$ cat src/rtl/int_ctrl_pkg.sv
// Shared types and register map for the interrupt controller.
package int_ctrl_pkg;

  localparam int unsigned DATA_W          = 32;
  localparam int unsigned ADDR_W          = 2;
  localparam int unsigned CAUSE_VALID_BIT = 31;

  localparam logic [ADDR_W-1:0] ADDR_MASK  = 2'd0;
  localparam logic [ADDR_W-1:0] ADDR_PEND  = 2'd1;
  localparam logic [ADDR_W-1:0] ADDR_GIE   = 2'd2;
  localparam logic [ADDR_W-1:0] ADDR_CAUSE = 2'd3;

  typedef enum logic [1:0] {
    ST_IDLE    = 2'd0,
    ST_REQ     = 2'd1,
    ST_SERVICE = 2'd2
  } state_e;

endpackage

$ cat src/rtl/int_prio_enc.sv
// Lowest-index-first priority encoder; index 0 (timer) has top priority.
module int_prio_enc #(
  parameter  int unsigned NUM_SRC = 4,
  localparam int unsigned ID_W    = $clog2(NUM_SRC)
) (
  input  logic [NUM_SRC-1:0] i_req,
  output logic               o_any_c,
  output logic [ID_W-1:0]    o_id_c
);

  always_comb begin
    o_any_c = 1'b0;
    o_id_c  = '0;
    for (int i = 0; i < NUM_SRC; i++) begin
      if (i_req[i] && !o_any_c) begin
        o_any_c = 1'b1;
        o_id_c  = ID_W'(i);
      end
    end
  end

endmodule

$ cat src/rtl/int_ctrl.sv
// Interrupt controller: registered level requests, mask/GIE, single prioritised
// request to the CPU with taken/done handshake and per-source ack pulse.
module int_ctrl
  import int_ctrl_pkg::*;
#(
  parameter  int unsigned NUM_SRC = 4,
  localparam int unsigned ID_W    = $clog2(NUM_SRC)
) (
  input  logic               clk,
  input  logic               reset,
  input  logic [NUM_SRC-1:0] i_src_int,
  output logic [NUM_SRC-1:0] o_src_ack,
  input  logic               i_cfg_we,
  input  logic [ADDR_W-1:0]  i_cfg_addr,
  input  logic [DATA_W-1:0]  i_cfg_wdata,
  output logic [DATA_W-1:0]  o_cfg_rdata,
  output logic               o_irq_req,
  output logic [ID_W-1:0]    o_irq_id,
  input  logic               i_irq_taken,
  input  logic               i_irq_done
);

  state_e              r_state;
  state_e              w_next_state;
  logic [NUM_SRC-1:0]  r_pending;
  logic [NUM_SRC-1:0]  r_mask;
  logic                r_gie;
  logic                r_irq_req;
  logic [ID_W-1:0]     r_irq_id;
  logic [NUM_SRC-1:0]  r_src_ack;
  logic [DATA_W-1:0]   r_cfg_rdata;

  logic [NUM_SRC-1:0]  w_eligible;
  logic                w_any;
  logic [ID_W-1:0]     w_win_id;
  logic                w_wr_mask;
  logic                w_wr_gie;
  logic                w_gie_clr;
  logic                w_latch_id;
  logic                w_ack_fire;
  logic [NUM_SRC-1:0]  w_ack_vec;
  logic [DATA_W-1:0]   w_cause;
  logic [DATA_W-1:0]   w_rdata;
  logic                w_unused_ok;

  assign w_unused_ok = &{1'b0, i_cfg_wdata};

  assign w_wr_mask  = i_cfg_we && (i_cfg_addr == ADDR_MASK);
  assign w_wr_gie   = i_cfg_we && (i_cfg_addr == ADDR_GIE);
  assign w_gie_clr  = w_wr_gie && !i_cfg_wdata[0];
  assign w_eligible = r_pending & r_mask;
  assign w_ack_vec  = NUM_SRC'(1) << r_irq_id;

  int_prio_enc #(
    .NUM_SRC (NUM_SRC)
  ) u_prio_enc (
    .i_req   (w_eligible),
    .o_any_c (w_any),
    .o_id_c  (w_win_id)
  );

  // Request sampling and configuration registers.
  always_ff @(posedge clk or posedge reset) begin
    if (reset) begin
      r_pending <= '0;
      r_mask    <= '0;
      r_gie     <= 1'b0;
    end else begin
      r_pending <= i_src_int;
      if (w_wr_mask) r_mask <= i_cfg_wdata[NUM_SRC-1:0];
      if (w_wr_gie)  r_gie  <= i_cfg_wdata[0];
    end
  end

  always_ff @(posedge clk or posedge reset) begin
    if (reset) r_state <= ST_IDLE;
    else       r_state <= w_next_state;
  end

  // Next state; a GIE clear only withdraws a request when taken is absent.
  always_comb begin
    w_next_state = r_state;
    w_latch_id   = 1'b0;
    w_ack_fire   = 1'b0;
    case (r_state)
      ST_IDLE: begin
        if (r_gie && w_any) begin
          w_next_state = ST_REQ;
          w_latch_id   = 1'b1;
        end
      end
      ST_REQ: begin
        if (i_irq_taken) begin
          w_next_state = ST_SERVICE;
          w_ack_fire   = 1'b1;
        end else if (w_gie_clr || !r_gie) begin
          w_next_state = ST_IDLE;
        end
      end
      ST_SERVICE: begin
        if (i_irq_done) w_next_state = ST_IDLE;
      end
      default: w_next_state = ST_IDLE;
    endcase
  end

  // Handshake outputs, registered off the next-state decision.
  always_ff @(posedge clk or posedge reset) begin
    if (reset) begin
      r_irq_req <= 1'b0;
      r_irq_id  <= '0;
      r_src_ack <= '0;
    end else begin
      r_irq_req <= (w_next_state == ST_REQ);
      if (w_latch_id) r_irq_id <= w_win_id;
      r_src_ack <= w_ack_fire ? w_ack_vec : '0;
    end
  end

  always_comb begin
    w_cause                  = '0;
    w_cause[CAUSE_VALID_BIT] = (r_state == ST_SERVICE);
    w_cause[ID_W-1:0]        = r_irq_id;
  end

  always_comb begin
    w_rdata = '0;
    case (i_cfg_addr)
      ADDR_MASK:  w_rdata = DATA_W'(r_mask);
      ADDR_PEND:  w_rdata = DATA_W'(r_pending);
      ADDR_GIE:   w_rdata = DATA_W'(r_gie);
      ADDR_CAUSE: w_rdata = w_cause;
      default:    w_rdata = '0;
    endcase
  end

  always_ff @(posedge clk or posedge reset) begin
    if (reset) r_cfg_rdata <= '0;
    else       r_cfg_rdata <= w_rdata;
  end

  assign o_irq_req   = r_irq_req;
  assign o_irq_id    = r_irq_id;
  assign o_src_ack   = r_src_ack;
  assign o_cfg_rdata = r_cfg_rdata;

endmodule

$ cat config.mk
export PLATFORM = sky130hd
export DESIGN_NAME = int_ctrl
export DESIGN_NICKNAME = d
export VERILOG_FILES = /design/src/rtl/int_ctrl_pkg.sv /design/src/rtl/int_prio_enc.sv /design/src/rtl/int_ctrl.sv
export SDC_FILE = /design/constraint.sdc
export NUM_CORES = 1
export LEC_CHECK = 0
export ABC_CLOCK_PERIOD_IN_PS = 1500
export BUFFER_PORTS_ARGS = -buffer_cell sky130_fd_sc_hd__buf_4
export CORE_UTILIZATION = 45
export CTS_BUF_LIST = sky130_fd_sc_hd__clkbuf_4 sky130_fd_sc_hd__clkbuf_8
export DETAILED_ROUTE_END_ITERATION = 10
export PLACE_DENSITY = 0.88
export SYNTH_ARGS = -nofsm -noshare
export SYNTH_HDL_FRONTEND = slang
export SYNTH_SLANG_ARGS = --single-unit
export TNS_END_PERCENT = 20
$ cat constraint.sdc
create_clock -name clk -period 1.5 [get_ports clk]
set_input_delay 0.3 -clock clk [delete_from_list [all_inputs] [get_ports clk]]
set_output_delay 0.3 -clock clk [all_outputs]
set_load 0.02 [all_outputs]
==> results of run 1 <==
layer usage:
layer  track usage (%)  up-vias  part of all wire (%)
met2              24.8       37                    52
met1              15.1      333                    40
met4              5.26        0                  0.64
met5                 0        -                     0
met3              4.68        2                   7.7
li1                  -      326                     -
kinds of logic (layout without fill, tap and decap cells):
group,after synthesis,in the layout
buf+inv,30,32
other cells,1,27
flops,23,23
compound gates,12,12
simple gates,21,21
mux,9,9
final cells by class:
cell class | instances | area share, %
Clock buffer | 3 | 1.78
Clock inverter | 1 | 0.394
Inverter | 1 | 0.296
Multi-Input combinational cell | 69 | 33.4
Sequential cell | 23 | 45.4
Tap cell | 28 | 2.76
Timing Repair Buffer | 27 | 16.0
how the worst max path moves through the flow:
stage	slack, ns	startpoint	to	cells past startpoint
3_5_place_dp	0.26	i_cfg_addr[0]	r_mask[2]	3
4_1_cts	0.21	o_irq_id[0]	o_irq_id[0]	1
3_3_place_gp	0.26	i_cfg_addr[0]	r_mask[3]	3
2_1_floorplan	0.36	i_cfg_addr[0]	r_mask[0]	3
6_report	0.22	o_irq_id[0]	o_irq_id[0]	1
5_1_grt	0.15	o_irq_id[0]	o_irq_id[0]	1
report_power, final:
group          total (mW)  internal (mW)  switching [mW]  leakage, nW
Clock               0.280         0.0994           0.180       0.0177
Combinational       0.535          0.244           0.292        0.360
Sequential          0.870          0.742           0.128        0.288
Total                1.69           1.09           0.600        0.667
metrics by stage:
step | setup WS, ns | total power [mW] | cells | area (µm²)
6_report | 0.220 | 1.69 | 152 | 1270
4_1_cts | 0.205 | 1.70 | 152 | 1270
2_1_floorplan | 0.362 | 1.27 | 122 | 1230
3_3_place_gp | 0.261 | 1.39 | 148 | 1240
3_5_place_dp | 0.261 | 1.42 | 148 | 1240
5_1_grt | 0.152 | 1.79 | 152 | 1270
synthesized netlist by cell type:
cell       n
a21oi_1    4
a22o_1     3
a22o_2     1
a32o_1     1
and3_1     1
and3b_1    1
buf_4     27
buf_6      2
conb_1     1
dfrtp_1   23
inv_1      1
mux2_2     5
mux2_4     1
mux2i_1    2
mux4_2     1
nand2_1    6
nand2b_1   1
nand3b_1   2
nor2_1     6
nor3_1     1
nor3b_2    1
nor3b_4    1
nor4bb_1   1
o21ai_0    3
sequential cells by signal (all words and copies together), names as in the netlist:
| signal | flops |
|---|---|
| o_cfg_rdata | 5 |
| o_irq_id | 2 |
| o_irq_req | 1 |
| o_src_ack | 4 |
| r_gie | 1 |
| r_mask | 4 |
| r_pending | 4 |
| r_state | 2 |
==> summary.log, run 1 <==
INFO  clock_tree     cts_repair_resize_count=0
INFO  floorplanning  die_y=52.1µm
INFO  grt            via_count_of_the_first_global_routing_pass=600
INFO  worst_setup_path crit_path_top_delay_cell=dfrtp_1
INFO  clock_tree     cts_setup_buffers=0
INFO  run_status     outcome=complete, no violations
INFO  grt            globalRouteTotalUtil=13.9%
INFO  clock_tree     cts.path.max_buffers=2
INFO  logic_synthesis synth.area.mux_share=10.1%
INFO  clock_tree     total_cts_buffers=3
INFO  logic_synthesis synth_top_area_share=50.9%
INFO  logic_synthesis yosys_register_bits=23
INFO  logic_synthesis syn_avg_cell_area=11.8µm²
INFO  clock_tree     cts_tree=done
INFO  worst_setup_path r2r-end=o_irq_req
INFO  worst_hold_path worst_hold_path_type=input pin to async pin
INFO  clock_tree     cts_root_buf=clkbuf_4
INFO  grt            maximum_number_of_pins_on_one_net_before_global_route_repair=24
INFO  grt            grt_antenna_before_repair=0
INFO  routing        via_per_inst=4.59
INFO  clock_tree     cts_htree_levels=1
INFO  logic_synthesis synth_compound_gate_area_share=7.19%
INFO  routing        routed_wire_length_per_instance=11.2µm
INFO  worst_setup_path worst-r2r-setup-slack=0.37ns
INFO  worst_setup_path r2r_cells=3
INFO  clock_tree     clock_slew_at_the_register_clock_pins_of_the_worst_setup_and_hold_paths=0.13ns
INFO  power          power.density_cell_area=1330mW/mm²
INFO  logic_synthesis synthesis.instances=96
INFO  floorplanning  num_rows=17
INFO  logic_synthesis synthDistinctLibCells=24
INFO  worst_setup_path critPathRequiredTime=1.20ns
INFO  routing        detail_route.drc_violations=0
INFO  worst_setup_path max_stage_delay=0.48ns
INFO  cells_and_area fin_util=55.2%
INFO  logic_synthesis main_combinational_cell_family_by_area_after_synthesis=buffers and inverters
INFO  worst_setup_path timing.critical_path.from_type=register
INFO  worst_setup_path worst-path-max-fanout=7
INFO  job            cap_viol_max_count=0
INFO  routing        dr_total_vias=698
INFO  cells_and_area multi_input_area=424µm²
INFO  timing         finalClockSkew=0.0134ns
INFO  power          p_leak=0.667nW
INFO  logic_synthesis synth_area_leaders=dfrtp_1 51%, buf_4 18%, mux2_2 5.0%, a22o_1 2.3%, buf_6 2.0%
INFO  worst_setup_path cp_num_buf_inv=1
INFO  timing         min_cycle_time_layout=1.28ns
INFO  worst_setup_path worst_r2r_startpoint=r_state[0]
INFO  logic_synthesis synth.yosys.seq_area_share=50.9%
INFO  floorplanning  dieWidth=52.1µm
INFO  cells_and_area fill_cells=208
INFO  grt            globalRouteOverflowTotal=0
INFO  place          port-buffer-count=26
INFO  cells_and_area seqCellArea=576µm²
INFO  worst_setup_path cp_top_family=flip-flops
INFO  place          detailedPlacementHpwl=1310µm
INFO  clock_tree     cts.sink_count=23
INFO  worst_setup_path cell_by_cell_trace_of_the_critical_path=buf_4
INFO  grt            grt_first_pass_wirelength=2690µm
INFO  timing         max_slew_violation_count=0
INFO  timing         hold_slack=0.0194ns
INFO  worst_setup_path critical_path.endpoint_type=output pin
INFO  timing         achievable-frequency=0.781GHz
INFO  timing         finalCritPeriodShare=85.3%
INFO  power          vdd.ir_drop.worst=0.745mV
INFO  logic_synthesis post_synth_instance_area=0.00113mm²
INFO  routing        first_pass_iters=4
INFO  clock_tree     insertion_delay=0.31ns
INFO  cells_and_area mostFrequentLayoutCells=27 x conb_1, 27 x buf_4, 23 x dfrtp_1, 6 x nand2_1, 6 x nor2_1
INFO  floorplanning  die_area=0.00272mm²
INFO  logic_synthesis post_synth_xor_area_fraction=0%
INFO  cells_and_area diodes=0
INFO  worst_setup_path timing.critical_path.arrival=0.98ns
INFO  cells_and_area fraction_of_final_layout_cells_with_drive_strength_greater_than_1=33.1%
INFO  floorplanning  initial_utilization=49.2%
INFO  logic_synthesis biggest_area_consumer_among_synthesized_cells=dfrtp_1
INFO  worst_setup_path worst_setup_path_category=register to output pin
INFO  clock_tree     holdBufCountCts=0
INFO  routing        detail_route.wirelength=1710µm
INFO  routing        detailedRoute.firstIterationViolations=1
INFO  place          gpl.final_weighted_congestion=0.795
INFO  cells_and_area layout-area-overhead-vs-synth=12.2%
INFO  timing         timing.final.hold_violations=0
INFO  logic_synthesis synthAdderAreaFrac=0%
INFO  cells_and_area fin_nets=168
INFO  timing         total_of_endpoints_with_negative_setup_slack_in_the_final_report=0
INFO  floorplanning  design.core.area=0.00230mm²
INFO  timing         rsz0062_at_grt=false
INFO  logic_synthesis synth_simple_gate_area_share=11.3%
INFO  floorplanning  design.portCount=82
INFO  logic_synthesis yosysWarnings=0
INFO  timing         fin_setup_tns=0ns
INFO  routing        antenna_violating_nets_remaining=0
No activity file was read; power rests on OpenSTA's default activity.
==> inputs of run 2 (changes only) <==
--- a/config.mk
+++ b/config.mk
@@ -10,6 +10,7 @@
 export CORE_UTILIZATION = 45
 export CTS_BUF_LIST = sky130_fd_sc_hd__clkbuf_4 sky130_fd_sc_hd__clkbuf_8
 export DETAILED_ROUTE_END_ITERATION = 10
+export HOLD_SLACK_MARGIN = 0.08
 export PLACE_DENSITY = 0.88
 export SYNTH_ARGS = -nofsm -noshare
 export SYNTH_HDL_FRONTEND = slang
==> run 2 against run 1 <==
Effect of this change:
- fmax hardly changed
- final area rose by 3.9%
- worst hold slack better by 0.18 ns
- critical path type unchanged
==> summary.log, run 2 (synthesis gave the netlist of run 1 again) <==
INFO  worst_hold_path timing.hold.worst_endpoint=r_state[1]
INFO  worst_setup_path critPathRequiredTime=1.20ns [about the same]
INFO  floorplanning  die_y=52.1µm [unchanged]
INFO  routing        first_pass_iters=4 [unchanged]
INFO  worst_hold_path min-delay-start=i_irq_done
INFO  power          p_leak=0.687nW [was 0.667 nW]
INFO  routing        via_per_inst=4.56 [was 4.59]
INFO  routing        dr_total_vias=716 [was 698]
INFO  cells_and_area finish.cell_count_without_fillers=157 [was 152]
INFO  timing         achievable-frequency=0.781GHz [about the same]
INFO  timing         rsz0062_at_grt=false [unchanged]
INFO  power          vdd.ir_drop.worst=0.749mV [was 0.745 mV]
INFO  floorplanning  die_area=0.00272mm² [unchanged]
INFO  worst_setup_path max_stage_delay=0.48ns [about the same]
INFO  grt            via_count_of_the_first_global_routing_pass=613 [was 600]
INFO  worst_setup_path cell_by_cell_trace_of_the_critical_path=buf_4 [unchanged]
INFO  worst_setup_path r2r-end=o_irq_req [unchanged]
INFO  cells_and_area fraction_of_final_layout_cells_with_drive_strength_greater_than_1=31.8% [was 33.1%]
INFO  clock_tree     cts.sink_count=23 [unchanged]
INFO  cells_and_area layout-area-overhead-vs-synth=16.6% [was 12.2%]
INFO  worst_setup_path worst_setup_path_category=register to output pin [unchanged]
INFO  routing        detail_route.drc_violations=0 [unchanged]
INFO  grt            maximum_number_of_pins_on_one_net_before_global_route_repair=24 [unchanged]
INFO  power          fin_total_pwr=1.70mW [was 1.69 mW]
INFO  worst_setup_path timing.critical_path.from_type=register [unchanged]
INFO  floorplanning  design.core.area=0.00230mm² [unchanged]
INFO  clock_tree     insertion_delay=0.31ns [about the same]
INFO  place          gpl.final_weighted_congestion=0.795 [unchanged]
INFO  worst_setup_path cp_num_buf_inv=1 [unchanged]
INFO  cells_and_area mostFrequentLayoutCells=27 x conb_1, 27 x buf_4, 23 x dfrtp_1, 6 x nand2_1, 6 x nor2_1 [unchanged]
INFO  place          detailedPlacementHpwl=1310µm [unchanged]
INFO  place          placedCellCount=148 [unchanged]
INFO  grt            globalRouteOverflowTotal=0 [unchanged]
INFO  clock_tree     clock_slew_at_the_register_clock_pins_of_the_worst_setup_and_hold_paths=0.13ns [about the same]
INFO  clock_tree     holdBufCountCts=2 [was 0]
INFO  place          port-buffer-count=26 [unchanged]
INFO  worst_setup_path worst-r2r-setup-slack=0.37ns [about the same]
INFO  power          share_of_power_burned_in_registers=51.3% [was 51.6%]
INFO  floorplanning  dieWidth=52.1µm [unchanged]
INFO  grt            globalRouteTotalUtil=14.0% [was 13.9%]
INFO  power          power.share.combinational=32.2% [was 31.8%]
INFO  worst_setup_path r2r_cells=3 [unchanged]
INFO  timing         min_cycle_time_layout=1.28ns [about the same]
INFO  worst_setup_path cp_top_family=flip-flops [unchanged]
INFO  worst_setup_path worst_r2r_startpoint=r_state[0] [unchanged]
INFO  job            cap_viol_max_count=0 [unchanged]
INFO  routing        detail_route.wirelength=1730µm [was 1710 µm]
INFO  timing         finalClockSkew=0.0134ns [about the same]
INFO  worst_setup_path timing.critical_path.arrival=0.98ns [about the same]
INFO  power          power.switching_fraction=35.5% [was 35.6%]
INFO  floorplanning  initial_utilization=49.2% [unchanged]
INFO  clock_tree     cts_setup_buffers=0 [unchanged]
INFO  routing        detailedRoute.firstIterationViolations=1 [unchanged]
INFO  timing         total_of_endpoints_with_negative_setup_slack_in_the_final_report=0 [unchanged]
INFO  clock_tree     cts_root_buf=clkbuf_4 [unchanged]
INFO  worst_hold_path min_delay_path_depth=2
INFO  timing         timing.final.hold_violations=0 [unchanged]
INFO  power          power.switching=0.602mW [was 0.600 mW]
INFO  routing        routed_wire_length_per_instance=11.0µm [was 11.2 µm]
INFO  clock_tree     cts_tree=done [unchanged]
INFO  grt            grt_first_pass_wirelength=2700µm [was 2690 µm]
INFO  cells_and_area diodes=0 [unchanged]
INFO  floorplanning  num_rows=17 [unchanged]
INFO  clock_tree     cts_repair_resize_count=0 [unchanged]
INFO  floorplanning  design.portCount=82 [unchanged]
INFO  worst_setup_path crit_path_top_delay_cell=dfrtp_1 [unchanged]
INFO  cells_and_area largest_register_ffs=5 [unchanged]
INFO  timing         finalCritPeriodShare=85.4% [was 85.3%]
INFO  routing        antenna_violating_nets_remaining=0 [unchanged]
INFO  power          clockPowerShare=16.5% [was 16.6%]
INFO  clock_tree     total_cts_buffers=3 [unchanged]
INFO  clock_tree     cts.path.max_buffers=2 [unchanged]
INFO  run_status     outcome=complete, no violations [unchanged]
INFO  timing         max_slew_violation_count=0 [unchanged]
INFO  clock_tree     cts_htree_levels=1 [unchanged]
INFO  cells_and_area fin_nets=173 [was 168]
INFO  worst_setup_path critical_path.endpoint_type=output pin [unchanged]
INFO  power          power.density_cell_area=1290mW/mm² [was 1330 mW/mm²]
INFO  worst_setup_path worst-path-max-fanout=7 [unchanged]
INFO  timing         fin_setup_tns=0ns [unchanged]
INFO  grt            grt_antenna_before_repair=0 [unchanged]
INFO  power          power.internal=1.09mW [about the same]
INFO  worst_hold_path worst_hold_path_type=input pin to register [was input pin to async pin]
[run 2: cell count changes in the layout (fill, tap and decap cells not counted), sizes merged]
cell / before / now
dlygate4sd3: 0 / 5
[run 2: metrics by stage]
step	setup WS (ns)	util, %	cell area (µm²)	hold slack [ns]
floorplan	0.362	-	1230	0.302
global placement	0.261	54.0	1240	0.354
detailed placement	0.261	54.0	1240	0.377
CTS	0.205	56.1	1290	0.0920
global route	0.152	57.4	1320	0.198
finish	0.220	57.4	1320	0.200
[run 2: layout make-up]
type                    count  area (µm²)
multi-input cells          69         424
flip-flops and latches     23         576
clock inverters             1        5.00
well taps                  28        35.0
clock buffers               3        22.5
inverters                   1        3.75
fillers                   206         978
repair buffers             32         253
[run 2: power by group through the flow]
stage,Clock [mW],Sequential [mW],Combinational (mW)
2_1_floorplan,0,0.939,0.327
3_3_place_gp,0,0.868,0.523
3_5_place_dp,0,0.882,0.537
4_1_cts,0.290,0.869,0.542
5_1_grt,0.318,0.888,0.598
6_report,0.280,0.870,0.546
[run 2: worst max path at each step]
| stage | startpoint | end | slack, ns | cells past startpoint |
|---|---|---|---|---|
| after floorplan | i_cfg_addr[0] | r_mask[0] | 0.36 | 3 |
| after global placement | i_cfg_addr[0] | r_mask[3] | 0.26 | 3 |
| after detailed placement | i_cfg_addr[0] | r_mask[2] | 0.26 | 3 |
| after CTS | o_irq_id[0] | o_irq_id[0] | 0.21 | 1 |
| after global routing | o_irq_id[0] | o_irq_id[0] | 0.15 | 1 |
| final | o_irq_id[0] | o_irq_id[0] | 0.22 | 1 |
[run 2: routing by layer]
layer	GRT usage [%]	up-vias	part of all wire [%]	wire length [µm]
met5	0	-	0	0
met4	5.26	0	0.64	11
met1	15.1	341	40	685
li1	-	336	-	-
met3	4.39	2	7.2	125
met2	25.2	37	52	904
==> inputs of run 3 (changes only) <==
--- a/config.mk
+++ b/config.mk
@@ -11,7 +11,7 @@
 export CTS_BUF_LIST = sky130_fd_sc_hd__clkbuf_4 sky130_fd_sc_hd__clkbuf_8
 export DETAILED_ROUTE_END_ITERATION = 10
 export HOLD_SLACK_MARGIN = 0.08
-export PLACE_DENSITY = 0.88
+export PLACE_DENSITY = 0.95
 export SYNTH_ARGS = -nofsm -noshare
 export SYNTH_HDL_FRONTEND = slang
 export SYNTH_SLANG_ARGS = --single-unit
==> run 3 against run 2 <==
Effect of this change:
- total power up 0.43%
- combinational power about the same
- clock power up 4%
- critical endpoint is now o_irq_id[1]
==> summary.log, run 3 (synthesis gave the netlist of run 1 again) <==
INFO  routing        dr_total_vias=748 [was 716]
INFO  cells_and_area fin_util=57.5% [was 57.4%]
INFO  floorplanning  design.portCount=82 [unchanged]
INFO  clock_tree     cts.sink_count=23 [unchanged]
INFO  cells_and_area layout.cell_area.non_filler=0.00132mm² [about the same]
INFO  timing         total_of_endpoints_with_negative_setup_slack_in_the_final_report=0 [unchanged]
INFO  run_status     outcome=complete, no violations [unchanged]
INFO  floorplanning  initial_utilization=49.2% [unchanged]
INFO  clock_tree     insertion_delay=0.30ns [was 0.31 ns]
INFO  worst_setup_path worstSetupPathDepth=1 [unchanged]
INFO  worst_setup_path timing.critical_path.from_type=register [unchanged]
INFO  place          placedCellCount=148 [unchanged]
INFO  worst_setup_path r2r_cells=3 [unchanged]
INFO  timing         post-route-worst-setup-slack=0.238ns [was 0.220 ns]
INFO  routing        via_per_inst=4.76 [was 4.56]
INFO  timing         max_slew_violation_count=0 [unchanged]
INFO  cells_and_area fin_nets=173 [unchanged]
INFO  worst_setup_path cp_num_buf_inv=1 [unchanged]
INFO  power          vdd.ir_drop.worst=0.555mV [was 0.749 mV]
INFO  timing         rsz0062_at_grt=false [unchanged]
INFO  cells_and_area diodes=0 [unchanged]
INFO  clock_tree     total_cts_buffers=3 [unchanged]
INFO  grt            globalRouteTotalUtil=14.9% [was 14.0%]
INFO  routing        antenna_violating_nets_remaining=0 [unchanged]
INFO  cells_and_area mostFrequentLayoutCells=27 x conb_1, 27 x buf_4, 23 x dfrtp_1, 6 x nand2_1, 6 x nor2_1 [unchanged]
INFO  worst_setup_path worst_r2r_startpoint=r_mask[0] [was r_state[0]]
INFO  floorplanning  dieWidth=52.1µm [unchanged]
INFO  job            cap_viol_max_count=0 [unchanged]
INFO  worst_setup_path cp_top_family=flip-flops [unchanged]
INFO  worst_hold_path worst_hold_path_type=input pin to register [unchanged]
INFO  place          gpl.final_weighted_congestion=0.837 [was 0.795]
INFO  grt            grt_first_pass_wirelength=2850µm [was 2700 µm]
INFO  place          detailedPlacementHpwl=1370µm [was 1310 µm]
INFO  routing        detail_route.drc_violations=0 [unchanged]
INFO  worst_setup_path max_stage_delay=0.48ns [about the same]
INFO  cells_and_area fraction_of_final_layout_cells_with_drive_strength_greater_than_1=31.8% [unchanged]
INFO  routing        detailedRoute.firstIterationViolations=16 [was 1]
INFO  worst_setup_path critical_path.endpoint_type=output pin [unchanged]
INFO  routing        first_pass_iters=4 [unchanged]
INFO  clock_tree     cts_tree=done [unchanged]
INFO  floorplanning  die_y=52.1µm [unchanged]
INFO  worst_hold_path min_delay_path_depth=2 [unchanged]
INFO  place          place_ws=0.227ns [was 0.261 ns]
INFO  grt            grt_antenna_before_repair=0 [unchanged]
INFO  place          placedInstanceArea=0.00124mm² [unchanged]
INFO  worst_setup_path cell_by_cell_trace_of_the_critical_path=buf_4 [unchanged]
INFO  clock_tree     cts.path.max_buffers=2 [unchanged]
INFO  timing         finalClockSkew=0.00299ns [was 0.0134 ns]
INFO  timing         fin_setup_tns=0ns [unchanged]
INFO  worst_hold_path timing.hold.worst_endpoint=r_state[1] [unchanged]
INFO  clock_tree     clock_slew_at_the_register_clock_pins_of_the_worst_setup_and_hold_paths=0.11ns [was 0.13 ns]
INFO  power          power.density_cell_area=1290mW/mm² [about the same]
INFO  timing         finalCritPeriodShare=84.2% [was 85.4%]
INFO  grt            via_count_of_the_first_global_routing_pass=659 [was 613]
INFO  cells_and_area layout-area-overhead-vs-synth=16.8% [was 16.6%]
INFO  routing        routed_wire_length_per_instance=11.3µm [was 11.0 µm]
INFO  routing        detail_route.wirelength=1780µm [was 1730 µm]
INFO  grt            maximum_number_of_pins_on_one_net_before_global_route_repair=24 [unchanged]
INFO  cells_and_area finish.cell_count_without_fillers=157 [unchanged]
INFO  place          port-buffer-count=26 [unchanged]
INFO  clock_tree     cts_htree_levels=1 [unchanged]
INFO  worst_setup_path worst_setup_path_category=register to output pin [unchanged]
INFO  grt            globalRouteOverflowTotal=0 [unchanged]
INFO  worst_hold_path min-delay-start=i_irq_done [unchanged]
INFO  power          fin_total_pwr=1.70mW [about the same]
INFO  floorplanning  die_area=0.00272mm² [unchanged]
INFO  worst_setup_path r2r-end=r_state[0] [was o_irq_req]
INFO  power          p_leak=0.688nW [was 0.687 nW]
INFO  timing         hold_slack=0.185ns [was 0.200 ns]
INFO  floorplanning  design.core.area=0.00230mm² [unchanged]
INFO  timing         timing.final.hold_violations=0 [unchanged]
INFO  worst_setup_path critPathRequiredTime=1.20ns [about the same]
INFO  clock_tree     cts_root_buf=clkbuf_4 [unchanged]
INFO  clock_tree     cts_repair_resize_count=0 [unchanged]
INFO  worst_setup_path worst-r2r-setup-slack=0.35ns [was 0.37 ns]
INFO  floorplanning  num_rows=17 [unchanged]
INFO  timing         achievable-frequency=0.792GHz [was 0.781 GHz]
INFO  timing         min_cycle_time_layout=1.26ns [was 1.28 ns]
INFO  worst_setup_path worst-path-max-fanout=7 [unchanged]
INFO  cells_and_area largest_register_ffs=5 [unchanged]
INFO  worst_setup_path crit_path_top_delay_cell=dfrtp_1 [unchanged]
INFO  worst_setup_path timing.critical_path.arrival=0.96ns [was 0.98 ns]
-- run 3: cell types whose count changed in the layout (fill, tap and decap cells not counted) --
| cell | delta |
|---|---|
| clkinv_2 | -1 |
| clkbuf_4 | +1 |
-- run 3: power by group --
part	switching, mW	internal (mW)	total, mW
registers	0.126	0.742	0.868
clock network	0.168	0.122	0.290
logic	0.292	0.252	0.544
total	0.587	1.12	1.70
-- run 3: layer usage --
| layer | global-route usage [%] | share of wire (%) | vias to the layer above |
|---|---|---|---|
| met3 | 3.51 | 8.2 | 2 |
| met5 | 0 | 0 | - |
| met1 | 16.9 | 40 | 364 |
| met2 | 25.6 | 51 | 46 |
| li1 | - | - | 336 |
| met4 | 7.89 | 0.62 | 0 |
-- run 3: worst reg2reg max path, delay by kind of cell, from the launching register on --
family	cells	cell delay, ns
AND/OR/NAND/NOR	1	0.09
AO/OA/AOI/OAI	2	0.51
flip-flops	1	0.44
-- run 3: how the worst max path moves through the flow --
stage	endpoint	startpoint	slack [ns]
floorplan	r_mask[0]	i_cfg_addr[0]	0.36
global placement	r_mask[0]	i_cfg_addr[0]	0.25
detailed placement	r_mask[2]	i_cfg_addr[0]	0.23
CTS	o_irq_id[1]	o_irq_id[1]	0.23
global route	o_irq_id[0]	o_irq_id[0]	0.17
finish	o_irq_id[1]	o_irq_id[1]	0.24
-- run 3: repair_timing --
item,CTS,global route
buffers inserted,0,0
hold endpoints to repair,23,4
setup endpoints to repair,0,0
hold buffers,1,4
-- run 3: area by class of cell --
class | instances | area, µm²
multi-input cells | 69 | 424
inverters | 1 | 3.75
repair buffers | 32 | 253
well taps | 28 | 35.0
clock buffers | 4 | 30.0
fillers | 197 | 976
flip-flops and latches | 23 | 576
